==> src/rtl/pmem_arbiter.sv <==
// Two-client (icache/dcache) arbiter in front of a single-outstanding physical memory port.
// Round-robin on ties; pmem-side signals come only from registers latched at grant time.
module pmem_arbiter #(
    parameter int LINE_W = 256
) (
    input  logic              clk,
    input  logic              rst_n,

    input  logic              icache_pmem_read,
    input  logic [31:0]       icache_pmem_address,
    output logic [LINE_W-1:0] icache_pmem_rdata,
    output logic              icache_pmem_resp,

    input  logic              dcache_pmem_read,
    input  logic              dcache_pmem_write,
    input  logic [31:0]       dcache_pmem_address,
    input  logic [LINE_W-1:0] dcache_pmem_wdata,
    output logic [LINE_W-1:0] dcache_pmem_rdata,
    output logic              dcache_pmem_resp,

    output logic              pmem_read,
    output logic              pmem_write,
    output logic [31:0]       pmem_address,
    output logic [LINE_W-1:0] pmem_wdata,
    input  logic [LINE_W-1:0] pmem_rdata,
    input  logic              pmem_resp
);

    localparam logic [1:0] ST_IDLE    = 2'd0;
    localparam logic [1:0] ST_GRANT_I = 2'd1;
    localparam logic [1:0] ST_GRANT_D = 2'd2;

    localparam logic CLI_I = 1'b0;
    localparam logic CLI_D = 1'b1;

    logic [1:0]        state_q, state_d;
    logic              last_grant_q, last_grant_d;
    logic [31:0]       addr_q, addr_d;
    logic [LINE_W-1:0] wdata_q, wdata_d;
    logic              wr_q, wr_d;

    logic              i_req;
    logic              d_req;
    logic              pick_d;

    always_comb begin
        state_d      = state_q;
        last_grant_d = last_grant_q;
        addr_d       = addr_q;
        wdata_d      = wdata_q;
        wr_d         = wr_q;
        i_req        = icache_pmem_read;
        d_req        = dcache_pmem_read | dcache_pmem_write;
        pick_d       = 1'b0;

        case (state_q)
            ST_IDLE: begin
                // On a tie the client that did not win last time gets the grant.
                pick_d = d_req & (~i_req | (last_grant_q == CLI_I));
                if (pick_d) begin
                    state_d      = ST_GRANT_D;
                    last_grant_d = CLI_D;
                    addr_d       = dcache_pmem_address;
                    wdata_d      = dcache_pmem_wdata;
                    wr_d         = dcache_pmem_write;
                end else if (i_req) begin
                    state_d      = ST_GRANT_I;
                    last_grant_d = CLI_I;
                    addr_d       = icache_pmem_address;
                    wdata_d      = '0;
                    wr_d         = 1'b0;
                end
            end
            ST_GRANT_I, ST_GRANT_D: begin
                // Always return to IDLE so a dropped request is never regranted.
                if (pmem_resp) state_d = ST_IDLE;
            end
            default: state_d = ST_IDLE;
        endcase
    end

    always_ff @(posedge clk or negedge rst_n) begin
        if (!rst_n) begin
            state_q      <= ST_IDLE;
            last_grant_q <= CLI_I;
            addr_q       <= '0;
            wdata_q      <= '0;
            wr_q         <= 1'b0;
        end else begin
            state_q      <= state_d;
            last_grant_q <= last_grant_d;
            addr_q       <= addr_d;
            wdata_q      <= wdata_d;
            wr_q         <= wr_d;
        end
    end

    logic busy;
    assign busy = (state_q != ST_IDLE);

    assign pmem_read    = busy & ~wr_q;
    assign pmem_write   = busy & wr_q;
    assign pmem_address = addr_q;
    assign pmem_wdata   = wdata_q;

    assign icache_pmem_resp  = (state_q == ST_GRANT_I) & pmem_resp;
    assign dcache_pmem_resp  = (state_q == ST_GRANT_D) & pmem_resp;
    assign icache_pmem_rdata = pmem_rdata;
    assign dcache_pmem_rdata = pmem_rdata;

endmodule
==> config.mk <==
export PLATFORM = sky130hd
export DESIGN_NAME = pmem_arbiter
export DESIGN_NICKNAME = d
export VERILOG_FILES = /design/src/rtl/pmem_arbiter.sv
export SDC_FILE = /design/constraint.sdc
export NUM_CORES = 1
export LEC_CHECK = 0
export CAP_MARGIN = 20
export CELL_PAD_IN_SITES_DETAIL_PLACEMENT = 0
export CELL_PAD_IN_SITES_GLOBAL_PLACEMENT = 1
export CORE_AREA = 5 5 541 543
export CTS_BUF_LIST = sky130_fd_sc_hd__clkbuf_8
export DETAILED_ROUTE_END_ITERATION = 8
export DIE_AREA = 0 0 546 548
export HOLD_SLACK_MARGIN = 0.15
export PLACE_DENSITY_LB_ADDON = 0.1
export SYNTH_ARGS = -nofsm -noshare
export SYNTH_HDL_FRONTEND = slang
export SYNTH_SLANG_ARGS = --single-unit
==> constraint.sdc <==
create_clock -name clk -period 1.95 [get_ports clk]
set_input_delay 0.195 -clock clk [delete_from_list [all_inputs] [get_ports clk]]
set_output_delay 0.195 -clock clk [all_outputs]
set_load 0.03 [all_outputs]
==> impl_metrics.tcl, run 1 <==
set metrics [dict create \
    syn_nets 1829 \
    synthesis.area_sq_mm 0.01453 \
    cp_max_fo 25 \
    whs_endpoint "pmem_wdata[96]" \
    worst_slew_pin_slew_ps 486.2 \
    yosys_register_bits 292 \
    wl_per_cell_um 16.14 \
    timing.rr.start "state_q[0]" \
    critical_path_class "flop to flop" \
    htree_num_levels 3 \
    switchingPower_uw 18680 \
    crit_required_ps 2540 \
    ys_seq_area_share_pct 50.28 \
    p_sw_share_pct 45.42 \
    setup_viol 0 \
    core_sq_mm 0.2872 \
    async_reset_ff_share_pct 100.0 \
    relSlewSlack_pct 67.59 \
    slew_violations 0 \
    first_pass_iters 4 \
    r2r_setup_slack_ps 2 \
    globalRouteTotalUtil_pct 5.766 \
    syn_inst 1244 \
    grt_pass1_vias 12928 \
    leakagePower_uw 0.01120 \
    max_freq_mhz 513.3 \
    hold_slack_ps 236.0 \
    hold_viol 0 \
    area_delta_synth_final_pct 88.17 \
    gp_congestion 0.6526 \
    rsz0062_at_grt "yes" \
    synth.avg_cell_area_sq_um 11.68 \
    synth.distinct_cells 20 \
    ant_nets 0 \
    crit_path_end_kind "flop" \
    nets 2375 \
    dieArea_sq_mm 0.2992 \
    placementRows 197 \
    setup_slack_ps 1.803 \
    die_h_um 548 \
    drive_above_1_share_pct 15.93 \
    routed_wl_um 90840 \
    antenna_found_initial 20 \
    cts_tree "built" \
    internal_power_uw 22450 \
    place_ws_ps -111.3 \
    grt_pass1_wl_um 118600 \
    cts.path.max_buffers 3 \
    drv_cap 0 \
    worstSetupStartpointType "flop" \
    grt_overflow 0 \
    grt_max_degree 53 \
    most-common-layout-cells "324 x clkdlybuf4s50_1, 312 x dlygate4sd3_1, 292 x dfrtp_1" \
    dp_hpwl_um 68180 \
    fin_crit_ps 1948 \
    finalSetupTns_ps 0 \
    ir_drop_v 0.0005058 \
    clkLatencyLatePin_ps 740 \
    power_frac_seq_pct 25.3 \
    dr.first_iter.drc_count 364 \
    power_uw 41140 \
    clkSinkCount 292 \
    p_comb_share_pct 54.8 \
    synth_edf_count 0 \
    worstHoldStart "dcache_pmem_wdata[96]" \
    synth_ff_type "dfrtp_1" \
    die_width_um 546 \
    yosys_warnings 0 \
    start_util_pct 5.061 \
    finalClockSkew_ps 70.78 \
    hp-class "input pin to flop" \
    ios 1386 \
    status "finished, final reports clean" \
    route.detailed.drc 0 \
    p_clk_share_pct 19.9 \
    portBuffers 617 \
    utilization_pct 9.523 \
    worstRegToRegCells 8 \
    hold_depth 2 \
    reg2reg_to "pmem_wdata[112]" \
    arrival_ps 2540 \
    root_buffer "clkbuf_8" \
    layout_commonest_cell "clkdlybuf4s50_1" \
    period_share_pct 99.91 \
    vias_per_cell 2.008 \
    cts_buffers 73 \
    cellPowerDensity_mw_per_mm2 1504 \
    path_clk_slew_ps 70 \
    via_count 11301 \
]
==> power groups by stage <==
stage	registers [uW]	logic [uW]	clock network (uW)
5_1_grt	10800	24300	9120
2_1_floorplan	15200	7330	0
3_3_place_gp	10700	21400	0
3_5_place_dp	10600	21400	0
6_report	10400	22500	8190
4_1_cts	10500	22200	8960
==> critical path: stages (launching register included) <==
cell and delay (ps):
dfrtp_1 420, inv_2 90, ha_4 180, buf_6 120, buf_6 90, o31ai_4 110, buf_12 200, clkbuf_16 250
a22o_1 230
==> per-layer routing <==
metal | vias to the layer above | routed length, um | GRT usage [%]
met5 | - | 0 | 0
met4 | 0 | 4239 | 2.851
met3 | 251 | 11780 | 3.519
met2 | 679 | 40500 | 8.894
met1 | 5424 | 34320 | 6.206
li1 | 4947 | - | -
==> cell families after synthesis <==
| kind of cell | Yosys count | share of synthesized area [%] |
|---|---|---|
| buffers and inverters | 582 | 29.04 |
| multiplexers | 32 | 2.204 |
| adder cells (fa/ha/maj) | 3 | 0.2583 |
| AND/OR/NAND/NOR | 40 | 1.197 |
| AO/OA/AOI/OAI | 295 | 17.02 |
| flip-flops | 292 | 50.28 |
==> synth_stat cells, types with 2 or more instances <==
library cell  instances  share of area, %
buf_4               528                27
dfrtp_1             292                50
a22o_1              258                16
buf_2                43               1.5
mux2i_1              32               2.2
nand2_1              32              0.83
o21ai_0              32               1.1
clkbuf_1              8              0.21
ha_1                  3              0.26
inv_1                 3             0.077
a21o_1                2              0.10
and2_1                2             0.086
nor2b_1               2             0.086
==> repair_timing <==
item,in CTS,in global routing
setup endpoints to repair,364,187
setup buffers,13,1
cloned,8,10
endpoints found under the hold margin,570,0
resized for setup,334,68
pin swaps,13,40
hold buffers,313,0
==> layout make-up <==
class                      count  area [sq um]
timing repair buffer        1050         10680
fill                       33055        259800
antenna                        2         5.005
tap                         3781          4731
inverter                       3         13.76
clock buffer                  95          1308
sequential                   292          7307
multi-input combinational    370          3080
clock inverter                36         219.0
==> flip-flops by register name, indices dropped and copies added (netlist names) <==
| name | count |
|---|---|
| wr_q | 1 |
| last_grant_q | 1 |
| pmem_address | 32 |
| pmem_wdata | 256 |
| state_q | 2 |
==> per-stage QoR <==
step	instance area, sq um	instances
final	27350	5629
after global routing	27350	5629
after CTS	26960	5617
after detailed placement	22120	5153
after global placement	22120	5153
after floorplan	14530	1244
==> worst max path at each step <==
stage | startpoint | to | slack [ps] | cells after the start
detailed placement | dcache_pmem_write | pmem_address[19] | -110 | 6
CTS | state_q[0] | dcache_pmem_resp | -110 | 4
global placement | dcache_pmem_write | pmem_address[18] | -90 | 6
floorplan | state_q[0] | pmem_wdata[220] | 480 | 6
global route | state_q[0] | dcache_pmem_resp | -130 | 4
finish | state_q[0] | pmem_wdata[112] | 2 | 8
Note: power is estimated with default switching activity, not from simulation.
==> run 2: changes to the inputs <==
--- a/config.mk
+++ b/config.mk
@@ -5,6 +5,7 @@
 export SDC_FILE = /design/constraint.sdc
 export NUM_CORES = 1
 export LEC_CHECK = 0
+export ABC_CLOCK_PERIOD_IN_PS = 1950
 export CAP_MARGIN = 20
 export CELL_PAD_IN_SITES_DETAIL_PLACEMENT = 0
 export CELL_PAD_IN_SITES_GLOBAL_PLACEMENT = 1
@@ -13,7 +14,7 @@
 export DETAILED_ROUTE_END_ITERATION = 8
 export DIE_AREA = 0 0 546 548
 export HOLD_SLACK_MARGIN = 0.15
-export PLACE_DENSITY_LB_ADDON = 0.1
+export PLACE_DENSITY = 0.3
 export SYNTH_ARGS = -nofsm -noshare
 export SYNTH_HDL_FRONTEND = slang
 export SYNTH_SLANG_ARGS = --single-unit
==> impl_metrics.tcl, run 2 (same netlist as run 1, synthesis figures left out) <==
set metrics [dict create \
    status "finished, violations left" \
    violations "negative setup slack" \
    power_frac_seq_pct 24.8 \
    finalSetupTns_ps -38.19 \
    cts_buffers 79 \
    via_count 11906 \
    worst_slew_pin_slew_ps 504.7 \
    rsz0062_at_grt "yes" \
    finalClockSkew_ps 67.49 \
    max_freq_mhz 505.7 \
    first_pass_iters 4 \
    hold_viol 0 \
    arrival_ps 1780 \
    die_h_um 548 \
    grt_pass1_wl_um 155800 \
    p_sw_share_pct 47.51 \
    dp_hpwl_um 107300 \
    vias_per_cell 2.121 \
    hp-class "input pin to flop" \
    worstSetupStartpointType "flop" \
    cp_slowest_cell "dfrtp_1" \
    route.detailed.drc 0 \
    setup_viol 2 \
    cellPowerDensity_mw_per_mm2 1565 \
    ios 1386 \
    area_delta_synth_final_pct 86.71 \
    dieArea_sq_mm 0.2992 \
    grt_pass1_vias 13053 \
    routed_wl_um 129700 \
    cts_tree "built" \
    gp_congestion 0.7183 \
    clkLatencyLatePin_ps 830 \
    cts.path.max_buffers 4 \
    ir_drop_v 0.0005143 \
    clkSinkCount 292 \
    setup_slack_ps -27.45 \
    fin_crit_ps 1977 \
    internal_power_uw 22290 \
    htree_num_levels 3 \
    switchingPower_uw 20180 \
    p_comb_share_pct 55.3 \
    dr.first_iter.drc_count 455 \
    critical_path_class "flop to output pin" \
    cp_num_buf_inv 2 \
    ant_nets 0 \
    drv_cap 0 \
    cp_max_fo 3 \
    period_share_pct 101.4 \
    root_buffer "clkbuf_8" \
    critPathTopFamily "flip-flops" \
    crit_required_ps 1750 \
    slew_violations 0 \
    nets 2360 \
    post-place-cells 5128 \
    relSlewSlack_pct 65.91 \
    portBuffers 617 \
    p_clk_share_pct 19.9 \
    wl_per_cell_um 23.10 \
    drive_above_1_share_pct 22.16 \
    leakagePower_uw 0.01080 \
    globalRouteTotalUtil_pct 8.074 \
    final_cells 5613 \
    grt_max_degree 49 \
    core_sq_mm 0.2872 \
    antenna_found_initial 83 \
    crit_path_end_kind "output pin" \
    path_clk_slew_ps 50 \
    placementRows 197 \
    start_util_pct 5.061 \
    max_stage_delay_ps 380 \
    most-common-layout-cells "323 x dlygate4sd3_1, 323 x clkdlybuf4s50_1, 289 x dfrtp_1" \
    grt_overflow 0 \
    die_width_um 546 \
    largest_reg_flops 256 \
    cp_cell_sequence "inv_2 -> ha_4 -> nor2b_4 -> buf_12" \
]
==> run 2: worst reg2reg max path, stage by stage, from the launching register on <==
cell       delay [ps]
dfrtp_1           400
inv_2             110
ha_4              190
buf_4             160
inv_4              40
nor2_4            120
buf_12            150
buf_16            180
buf_8             140
clkbuf_16         160
a22o_1            130
==> run 2: cell type report <==
class | count | area [sq um]
multi-input combinational | 370 | 3072
clock buffer | 97 | 1335
timing repair buffer | 1029 | 10450
fill | 33104 | 260000
clock inverter | 32 | 200.2
sequential | 292 | 7311
tap | 3781 | 4731
inverter | 3 | 13.76
antenna | 9 | 22.52
==> run 2: power by group through the flow <==
stage | clock network (uW) | logic, uW | registers (uW)
2_1_floorplan | 0 | 7330 | 15200
4_1_cts | 9090 | 23000 | 10600
5_1_grt | 9230 | 25600 | 10900
3_3_place_gp | 0 | 22700 | 10700
3_5_place_dp | 0 | 22700 | 10600
6_report | 8430 | 23500 | 10500
==> run 2: worst paths after layout <==
| path | end | cells past startpoint | start | slack (ps) |
|---|---|---|---|---|
| worst max-delay path | pmem_write | 4 | state_q[0] | -30 |
| worst min-delay path | wr_q | 3 | dcache_pmem_write | 340 |
| worst max register to register | pmem_wdata[227] | 10 | state_q[0] | 70 |
| worst min register to register | pmem_address[8] | 2 | pmem_address[8] | 470 |
| max in group asynchronous | pmem_wdata[102] | 6 | rst_n | 650 |
| min in group asynchronous | pmem_address[27] | 4 | rst_n | 540 |
==> run 2: through the flow <==
step	hold slack (ps)	worst slack [ps]	area, sq um	power, uW	utilization, %
2_1_floorplan	-100.6	477.4	14530	22510	-
3_3_place_gp	131.5	-35.36	21790	33410	7.588
3_5_place_dp	133.0	-54.09	21790	33330	7.588
4_1_cts	154.7	-226.1	26660	42670	9.283
5_1_grt	223.3	-234.3	27130	45710	9.446
6_report	338.8	-27.45	27130	42470	9.449
==> run 2: timing repair <==
action / CTS / global route
cloned: 1 / 14
endpoints found under the hold margin: 581 / 0
setup buffers: 5 / 4
gates resized for setup: 358 / 19
hold buffers: 324 / 0
setup endpoints to repair: 362 / 124
pin swaps: 4 / 2
==> run 2: metal layers <==
layer  share of wire [%]  wire, um  global-route usage, %  vias up
met4                 6.0      7758                  4.190       22
met3                  20     25700                  7.487      491
met2                  41     52940                  11.66     1026
li1                    -         -                      -     4936
met1                  33     43020                  7.656     5431
met5                0.21       267                 0.4115        -
==> run 3: changes to the inputs <==
--- a/config.mk
+++ b/config.mk
@@ -5,14 +5,14 @@
 export SDC_FILE = /design/constraint.sdc
 export NUM_CORES = 1
 export LEC_CHECK = 0
-export ABC_CLOCK_PERIOD_IN_PS = 1950
+export ABC_CLOCK_PERIOD_IN_PS = 2450
 export CAP_MARGIN = 20
 export CELL_PAD_IN_SITES_DETAIL_PLACEMENT = 0
 export CELL_PAD_IN_SITES_GLOBAL_PLACEMENT = 1
-export CORE_AREA = 5 5 541 543
+export CORE_AREA = 5 5 533 535
 export CTS_BUF_LIST = sky130_fd_sc_hd__clkbuf_8
 export DETAILED_ROUTE_END_ITERATION = 8
-export DIE_AREA = 0 0 546 548
+export DIE_AREA = 0 0 538 540
 export HOLD_SLACK_MARGIN = 0.15
 export PLACE_DENSITY = 0.3
 export SYNTH_ARGS = -nofsm -noshare
==> constraint.sdc (replaced) <==
create_clock -name clk -period 2.45 [get_ports clk]
set_input_delay 0.245 -clock clk [delete_from_list [all_inputs] [get_ports clk]]
set_output_delay 0.245 -clock clk [all_outputs]
set_load 0.03 [all_outputs]
==> impl_metrics.tcl, run 3 (same netlist as run 1, synthesis figures left out) <==
set metrics [dict create \
    critPathTopFamily "buffers and inverters" \
    largest_reg_flops 256 \
    root_buffer "clkbuf_8" \
    leakagePower_uw 0.01032 \
    via_count 11878 \
    antenna_found_initial 48 \
    grt_pass1_wl_um 154800 \
    htree_num_levels 3 \
    place_ws_ps 170.1 \
    arrival_ps 2040 \
    hp-class "input pin to asynchronous set/reset pin" \
    dp_hpwl_um 104900 \
    clkLatencyLatePin_ps 830 \
    max_freq_mhz 437.6 \
    placementRows 194 \
    critical_path_class "flop to output pin" \
    dr.first_iter.drc_count 495 \
    drive_above_1_share_pct 11.50 \
    drv_cap 0 \
    wl_per_cell_um 22.80 \
    timing.rr.start "state_q[0]" \
    grt_pass1_vias 13268 \
    cp_cell_sequence "clkdlybuf4s50_1" \
    ir_drop_v 0.0004300 \
    rsz0062_at_grt "no" \
    first_pass_iters 4 \
    start_util_pct 5.220 \
    period_share_pct 93.27 \
    vias_per_cell 2.149 \
    worstRegToRegCells 7 \
    ios 1386 \
    reg2reg_to "pmem_wdata[89]" \
    die_width_um 538 \
    clkSinkCount 292 \
    cp_max_fo 2 \
    cts_buffers 78 \
    routed_wl_um 126000 \
    nets 2324 \
    worst-path-stages 1 \
    ant_nets 0 \
    relSlewSlack_pct 47.97 \
    max_stage_delay_ps 730 \
    hold_viol 0 \
    dieArea_sq_mm 0.2905 \
    cts.path.max_buffers 4 \
    cts_tree "built" \
    setup_viol 0 \
    layout_commonest_cell "clkdlybuf4s50_1" \
    worstSetupStartpointType "flop" \
    grt_overflow 0 \
    cp_num_buf_inv 1 \
    globalRouteTotalUtil_pct 8.270 \
    fin_crit_ps 2285 \
    crit_path_end_kind "output pin" \
    route.detailed.drc 0 \
    slew_violations 0 \
    grt_max_degree 59 \
    cp_slowest_cell "clkdlybuf4s50_1" \
    path_clk_slew_ps 60 \
    finalSetupTns_ps 0 \
    core_sq_mm 0.2784 \
    status "finished, final reports clean" \
    portBuffers 617 \
    r2r_setup_slack_ps 400 \
    die_h_um 540 \
    finalClockSkew_ps 69.16 \
    crit_required_ps 2200 \
    worst_slew_pin_slew_ps 783.5 \
    setup_slack_ps 164.8 \
    nFillCells 32149 \
    cellPowerDensity_mw_per_mm2 1251 \
    area_delta_synth_final_pct 82.29 \
    gp_congestion 0.7366 \
    most-common-layout-cells "498 x clkdlybuf4s50_1, 322 x dlygate4sd3_1, 292 x dfrtp_1" \
]
-- run 3: cell count changes in the layout (fill, tap and decap cells not counted), sizes merged, moves of 5 or more --
cell / previous run / this run
buf: 198 / 90
dlygate4sd2: 90 / 81
clkbuf: 112 / 96
clkdlybuf4s15: 79 / 1
inv: 19 / 24
clkdlybuf4s50: 323 / 498
-- run 3: worst register-to-register path, stage by stage (launching register included) --
cell	delay, ps
dfrtp_1	410
inv_1	90
ha_1	310
inv_1	190
nor2_4	210
buf_12	200
buf_12	320
a22o_1	210
-- run 3: how the worst max path moves through the flow --
stage	from	to	slack, ps
floorplan	state_q[0]	pmem_wdata[220]	980
global placement	dcache_pmem_write	pmem_address[6]	160
detailed placement	dcache_pmem_write	pmem_address[4]	170
CTS	pmem_wdata[177]	pmem_wdata[177]	2
global route	pmem_wdata[101]	pmem_wdata[101]	3
finish	pmem_wdata[212]	pmem_wdata[212]	160
-- run 3: per-stage QoR --
step	utilization [%]	power, uW	cell area (sq um)	hold WS [ps]	cells
6_report	9.515	33140	26490	293.3	5526
5_1_grt	9.511	35660	26480	240.1	5521
4_1_cts	9.488	34670	26420	167.5	5512
3_5_place_dp	7.785	26830	21670	301.5	5056
3_3_place_gp	7.785	26910	21670	295.1	5056
2_1_floorplan	-	17920	14530	-50.59	1244
-- run 3: area by class of cell --
cell class              count  area (sq um)  area share [%]
inverters                   3         11.26         0.04251
diodes                     10         25.02         0.09446
clock buffers              96          1321           4.987
clock inverters            37         271.5           1.025
well taps                3724          4659           17.59
flip-flops and latches    292          7307           27.58
repair buffers            994          9872           37.26
multi-input cells         370          3024           11.42
-- run 3: what timing repair did --
| item | in CTS | in global routing |
|---|---|---|
| resized for setup | 83 | 3 |
| hold buffers | 323 | 0 |
| pin swaps | 0 | 1 |
| hold endpoints to repair | 581 | 0 |
| setup endpoints to repair | 82 | 15 |
| buffers inserted | 0 | 4 |
-- run 3: power by group --
| group | switching (uW) | leakage (uW) | internal [uW] |
|---|---|---|---|
| logic | 11200 | 0.00572 | 6450 |
| clock network | 3050 | 0.000894 | 3930 |
| registers | 1560 | 0.00371 | 6950 |
-- run 3: layer usage --
metal / routed length (um) / global-route usage, % / vias to the layer above / part of all wire [%]
met4: 9310 / 5.267 / 14 / 7.4
li1: - / - / 4839 / -
met2: 49710 / 11.60 / 899 / 39
met1: 43000 / 8.309 / 5616 / 34
met3: 23820 / 6.745 / 510 / 19
met5: 156 / 0.2632 / - / 0.12
